<file path="src/rtl/sync_fifo_param.sv">
// rtl/sync_fifo_param.sv - single-clock FIFO, any depth, level/threshold flags, sticky errors
// Optional first-word-fall-through read path selected by SYNC_FIFO_FWFT_EN.
module sync_fifo_param #(
    parameter  int Width          = 8,
    parameter  int Depth          = 4,
    parameter  int AlmostFullThr  = 3,
    parameter  int AlmostEmptyThr = 1,
    localparam int LevelW         = $clog2(Depth + 1)
) (
    input  logic              clk,
    input  logic              rst,
    input  logic              i_wr_en,
    input  logic [Width-1:0]  i_wr_data,
    output logic              o_wr_full,
    output logic              o_wr_almost_full,
    input  logic              i_rd_en,
    output logic [Width-1:0]  o_rd_data,
    output logic              o_rd_empty,
    output logic              o_rd_almost_empty,
    output logic [LevelW-1:0] o_level,
    input  logic              i_err_clr,
    output logic              o_overflow,
    output logic              o_underflow
);
    localparam int PtrW = (Depth > 1) ? $clog2(Depth) : 1;

    logic [Width-1:0]  mem_q [Depth];
    logic [PtrW-1:0]   wr_ptr_q, wr_ptr_d;
    logic [PtrW-1:0]   rd_ptr_q, rd_ptr_d;
    logic [LevelW-1:0] level_q, level_d;
    logic              overflow_q, overflow_d;
    logic              underflow_q, underflow_d;
    logic              wr_acc, rd_acc;

    // Explicit compare so non-power-of-two depths wrap at Depth-1.
    function automatic logic [PtrW-1:0] ptr_inc(input logic [PtrW-1:0] p);
        return (p == PtrW'(Depth - 1)) ? '0 : p + PtrW'(1);
    endfunction

    assign o_wr_full         = (level_q == LevelW'(Depth));
    assign o_rd_empty        = (level_q == '0);
    assign o_wr_almost_full  = (level_q >= LevelW'(AlmostFullThr));
    assign o_rd_almost_empty = (level_q <= LevelW'(AlmostEmptyThr));
    assign o_level           = level_q;
    assign o_overflow        = overflow_q;
    assign o_underflow       = underflow_q;

    assign wr_acc = i_wr_en && !o_wr_full;
    assign rd_acc = i_rd_en && !o_rd_empty;

    always_comb begin
        wr_ptr_d    = wr_ptr_q;
        rd_ptr_d    = rd_ptr_q;
        level_d     = level_q;
        overflow_d  = overflow_q;
        underflow_d = underflow_q;
        if (wr_acc) wr_ptr_d = ptr_inc(wr_ptr_q);
        if (rd_acc) rd_ptr_d = ptr_inc(rd_ptr_q);
        case ({wr_acc, rd_acc})
            2'b10:   level_d = level_q + LevelW'(1);
            2'b01:   level_d = level_q - LevelW'(1);
            default: level_d = level_q;
        endcase
        if (i_err_clr) begin
            overflow_d  = 1'b0;
            underflow_d = 1'b0;
        end else begin
            if (i_wr_en && o_wr_full)  overflow_d  = 1'b1;
            if (i_rd_en && o_rd_empty) underflow_d = 1'b1;
        end
    end

    always_ff @(posedge clk or posedge rst) begin
        if (rst) begin
            wr_ptr_q    <= '0;
            rd_ptr_q    <= '0;
            level_q     <= '0;
            overflow_q  <= 1'b0;
            underflow_q <= 1'b0;
        end else begin
            wr_ptr_q    <= wr_ptr_d;
            rd_ptr_q    <= rd_ptr_d;
            level_q     <= level_d;
            overflow_q  <= overflow_d;
            underflow_q <= underflow_d;
        end
    end

    always_ff @(posedge clk) begin
        if (wr_acc) mem_q[wr_ptr_q] <= i_wr_data;
    end

`ifdef SYNC_FIFO_FWFT_EN
    assign o_rd_data = o_rd_empty ? '0 : mem_q[rd_ptr_q];
`else
    logic [Width-1:0] rd_data_q;

    always_ff @(posedge clk or posedge rst) begin
        if (rst) begin
            rd_data_q <= '0;
        end else if (rd_acc) begin
            rd_data_q <= mem_q[rd_ptr_q];
        end
    end

    assign o_rd_data = rd_data_q;
`endif

endmodule

</file>
<file path="config.mk">
export PLATFORM = sky130hd
export DESIGN_NAME = sync_fifo_param
export DESIGN_NICKNAME = d
export VERILOG_FILES = /design/src/rtl/sync_fifo_param.sv
export SDC_FILE = /design/constraint.sdc
export NUM_CORES = 1
export LEC_CHECK = 0
export CAP_MARGIN = 20
export CORE_MARGIN = 4
export CORE_UTILIZATION = 35
export DETAILED_ROUTE_END_ITERATION = 8
export PLACE_DENSITY = 0.57
export SKIP_LAST_GASP = 1
export SYNTH_ARGS = -nofsm -noshare
export SYNTH_HDL_FRONTEND = slang
export SYNTH_SLANG_ARGS = --single-unit
export TNS_END_PERCENT = 20
</file>
<file path="constraint.sdc">
create_clock -name clk -period 3 [get_ports clk]
set_input_delay 0.45 -clock clk [delete_from_list [all_inputs] [get_ports clk]]
set_output_delay 0.45 -clock clk [all_outputs]
set_load 0.05 [all_outputs]
</file>
==> run summary <==
Synth-to-layout area growth -> 23.21%
Layout cell share with drive strength beyond 1 -> 16.13%
Worst R2R Path Depth -> 9
Clock power share -> 16.3%
Sequential share of power -> 38.9%
Setup Skew -> 0.003936 ns
Area of the core -> 5574 um^2
Clk buf depth -> 2
Post-CTS setup buffer count -> 0
Total Neg Setup Slack -> 0 ns
Int Power -> 1.686 mW
Total GRT Usage -> 10.59%
Routed WL -> 3.500 mm
Synthesized flop and latch total -> 49
Met1 WL -> 1.513 mm
H-Tree Depth -> 2
Peak VDD IR -> 0.5650 mV
Row cnt -> 27
Clock Sinks -> 49
FMAX -> 385.7 MHz
Total power -> 2.762 mW
Met3 routed WL -> 166 um
Wire per inst -> 15.42 um
Comb pwr share -> 44.8%
Reg2Reg Setup Slack -> 0.91 ns
Placed cell area -> 2397 um^2
Clk Latency, worst-skew pair -> 0.30 ns
1st-pass router iterations -> 4
GR Overflow Total -> 0
Period utilisation layout -> 86.43%
Initial Util -> 36.45%
Avg Cell Area, Syn -> 16.93 um^2
Setup CP Type -> reg -> out
Number of diodes -> 0
Highest metal used -> met4
Sw Share -> 38.96%
Final Util -> 44.92%
Buffers added on ports -> 29
Syn Inst Count -> 120
TritonCTS clock tree -> yes
Vias in the first global route -> 1,075
Max Transition Viols Final -> 0
Sequential share of the synthesized area -> 68.23%
Relative slew slack -> 52.81%
Max-cap viol count -> 0
Total Nets Final -> 178
Clock tree root driver cell -> clkbuf_8
Critical Path RT -> 2.55 ns
Warnings, synthesis -> 0
Pwr Density -> 1103 nW/um^2
CP startpoint -> o_level[1]
Drt drc -> 0
Vias per cell -> 4.771
CTS Hold Buffers Added -> 0
Die width -> 84.20 um
Critical path launch point type -> register
Final Hold Viols -> 0
Switching pwr -> 1.076 mW
Maximum net fanout on the critical path -> 5
Largest net degree at the start of global routing -> 18
CP Capture Point -> o_rd_empty
Die Ht -> 84.20 um
Initial antenna violation count -> 0
Crit path DAT -> 2.14 ns
HPWL Detailed -> 2.476 mm
Vias -> 1,083
RR Endpoint -> o_level[2]
First-pass GRT wire length -> 5.692 mm
Synth Cell Area -> 2032 um^2
FF-to-FF Start -> o_level[1]
GPL Wtd Cong -> 0.7177
Syn nets -> 144
Period minus WS final -> 2.593 ns
Slowest stage delay, CP -> 0.85 ns
Antenna Nets Post-Route -> 0
DRT iter0 DRCs -> 35
# resized after CTS -> 0
Status -> complete, no violations
Top Ports -> 30
Hold_sp -> o_rd_data[6]
RSZ-0062 raised after global routing -> no
Num CTS Buffers -> 5
Distinct cell type count after synthesis -> 20
Hold Crit Class -> reg -> reg
Post-Layout Inst Area -> 2504 um^2
Crit path capture type -> output port
Worst-path clk slew -> 0.08 ns
Final setup viols -> 0
LEAKAGE -> 0.9441 nW
Cell chain of the critical path -> inv_1 -> ha_1 -> nor2b_1 -> clkdlybuf4s50_1
Routed wl met2 -> 1.767 mm
Die area -> 7089 um^2
Tightest Pin Transition -> 0.7071 ns
Slowest cell on crit path -> clkdlybuf4s50_1
## power by group through the flow
stage | registers [mW] | clock network [mW] | logic [mW]
5_1_grt | 1.10 | 0.492 | 1.32
6_report | 1.07 | 0.450 | 1.24
3_3_place_gp | 1.09 | 0 | 1.22
3_5_place_dp | 1.10 | 0 | 1.25
4_1_cts | 1.08 | 0.466 | 1.25
2_1_floorplan | 1.30 | 0 | 0.666
## per-stage QoR
step	setup slack, ns	instances	hold WS (ns)
floorplan	0.1816	120	0.3761
global placement	0.8000	219	0.4873
detailed placement	0.7349	219	0.4981
CTS	0.3951	227	0.5162
global route	0.2879	227	0.5298
finish	0.4070	227	0.5100
## flip-flops by register name, summed over array words and instances (netlist names)
signal,flops
o_underflow,1
o_overflow,1
mem_q,32
o_rd_data,8
rd_ptr_q,2
o_level,3
wr_ptr_q,2
## worst min path at each step
| stage | to | slack [ns] | cells after the start |
|---|---|---|---|
| after CTS | o_rd_data[6] | 0.52 | 1 |
| after detailed placement | o_rd_data[6] | 0.50 | 1 |
| after global placement | o_underflow | 0.49 | 2 |
| final | o_rd_data[6] | 0.51 | 1 |
| after floorplan | o_level[0] | 0.38 | 1 |
| after global routing | o_overflow | 0.53 | 2 |
## metal layers
metal,vias up,track usage (%)
li1,505,-
met1,551,13.27
met4,0,5.702
met3,5,2.944
met2,22,16.64
met5,-,0
## cell usage in the layout, fill, tap and decap left out
master and n:
a21boi_1 1, a21oi_1 4, a31oi_1 1, and2_1 5, buf_4 1, bufinv_16 1
clkbuf_1 1, clkbuf_8 5, clkdlybuf4s50_1 29, clkinv_1 1, dfrtp_1 17, edfxtp_1 32
ha_1 11, inv_1 9, mux2_2 10, mux4_2 8, nand2_1 3, nand2b_1 1
nor2_1 7, nor2b_1 1, o21ai_0 4, o22ai_1 1, xnor2_1 2
## synth_stat cells
cell type	number	area share, %
edfxtp_1	32	47
dfrtp_1	17	21
ha_1	11	6.8
mux2_2	10	5.5
inv_1	9	1.7
mux4_2	8	8.9
nor2_1	7	1.3
and2_1	5	1.5
a21oi_1	4	0.99
o21ai_0	4	0.99
nand2_1	3	0.55
xnor2_1	2	0.86
a21boi_1	1	0.37
a31oi_1	1	0.31
buf_1	1	0.18
buf_4	1	0.37
buf_6	1	0.55
nand2b_1	1	0.31
nor2b_1	1	0.31
o22ai_1	1	0.31
## critical path: cells and delay by family (launching register included)
family	cells	cell delay [ns]
adder cells (fa/ha/maj)	1	0.19
buffers and inverters	2	1.00
flip-flops	1	0.42
AND/OR/NAND/NOR	1	0.23
## final cells by class
type	count	area (um^2)
Clock buffer	6	72.57
Multi-Input combinational cell	59	589.3
Inverter	9	33.78
Sequential cell	49	1386
Timing Repair Buffer	30	297.8
Clock inverter	2	33.78
Fill cell	489	3070
Tap cell	72	90.09
## kinds of logic after synthesis
kind of cell,Yosys count,synth area share (%)
and+or+nand+nor,17,4.003
xor gates and xnor gates,2,0.8622
adders and majority gates,11,6.773
muxes,18,14.41
DFF,49,68.23
buffers and inverters,12,2.771
AOI/OAI and AO/OA,11,2.956
No activity file was read; power rests on OpenSTA's default activity.
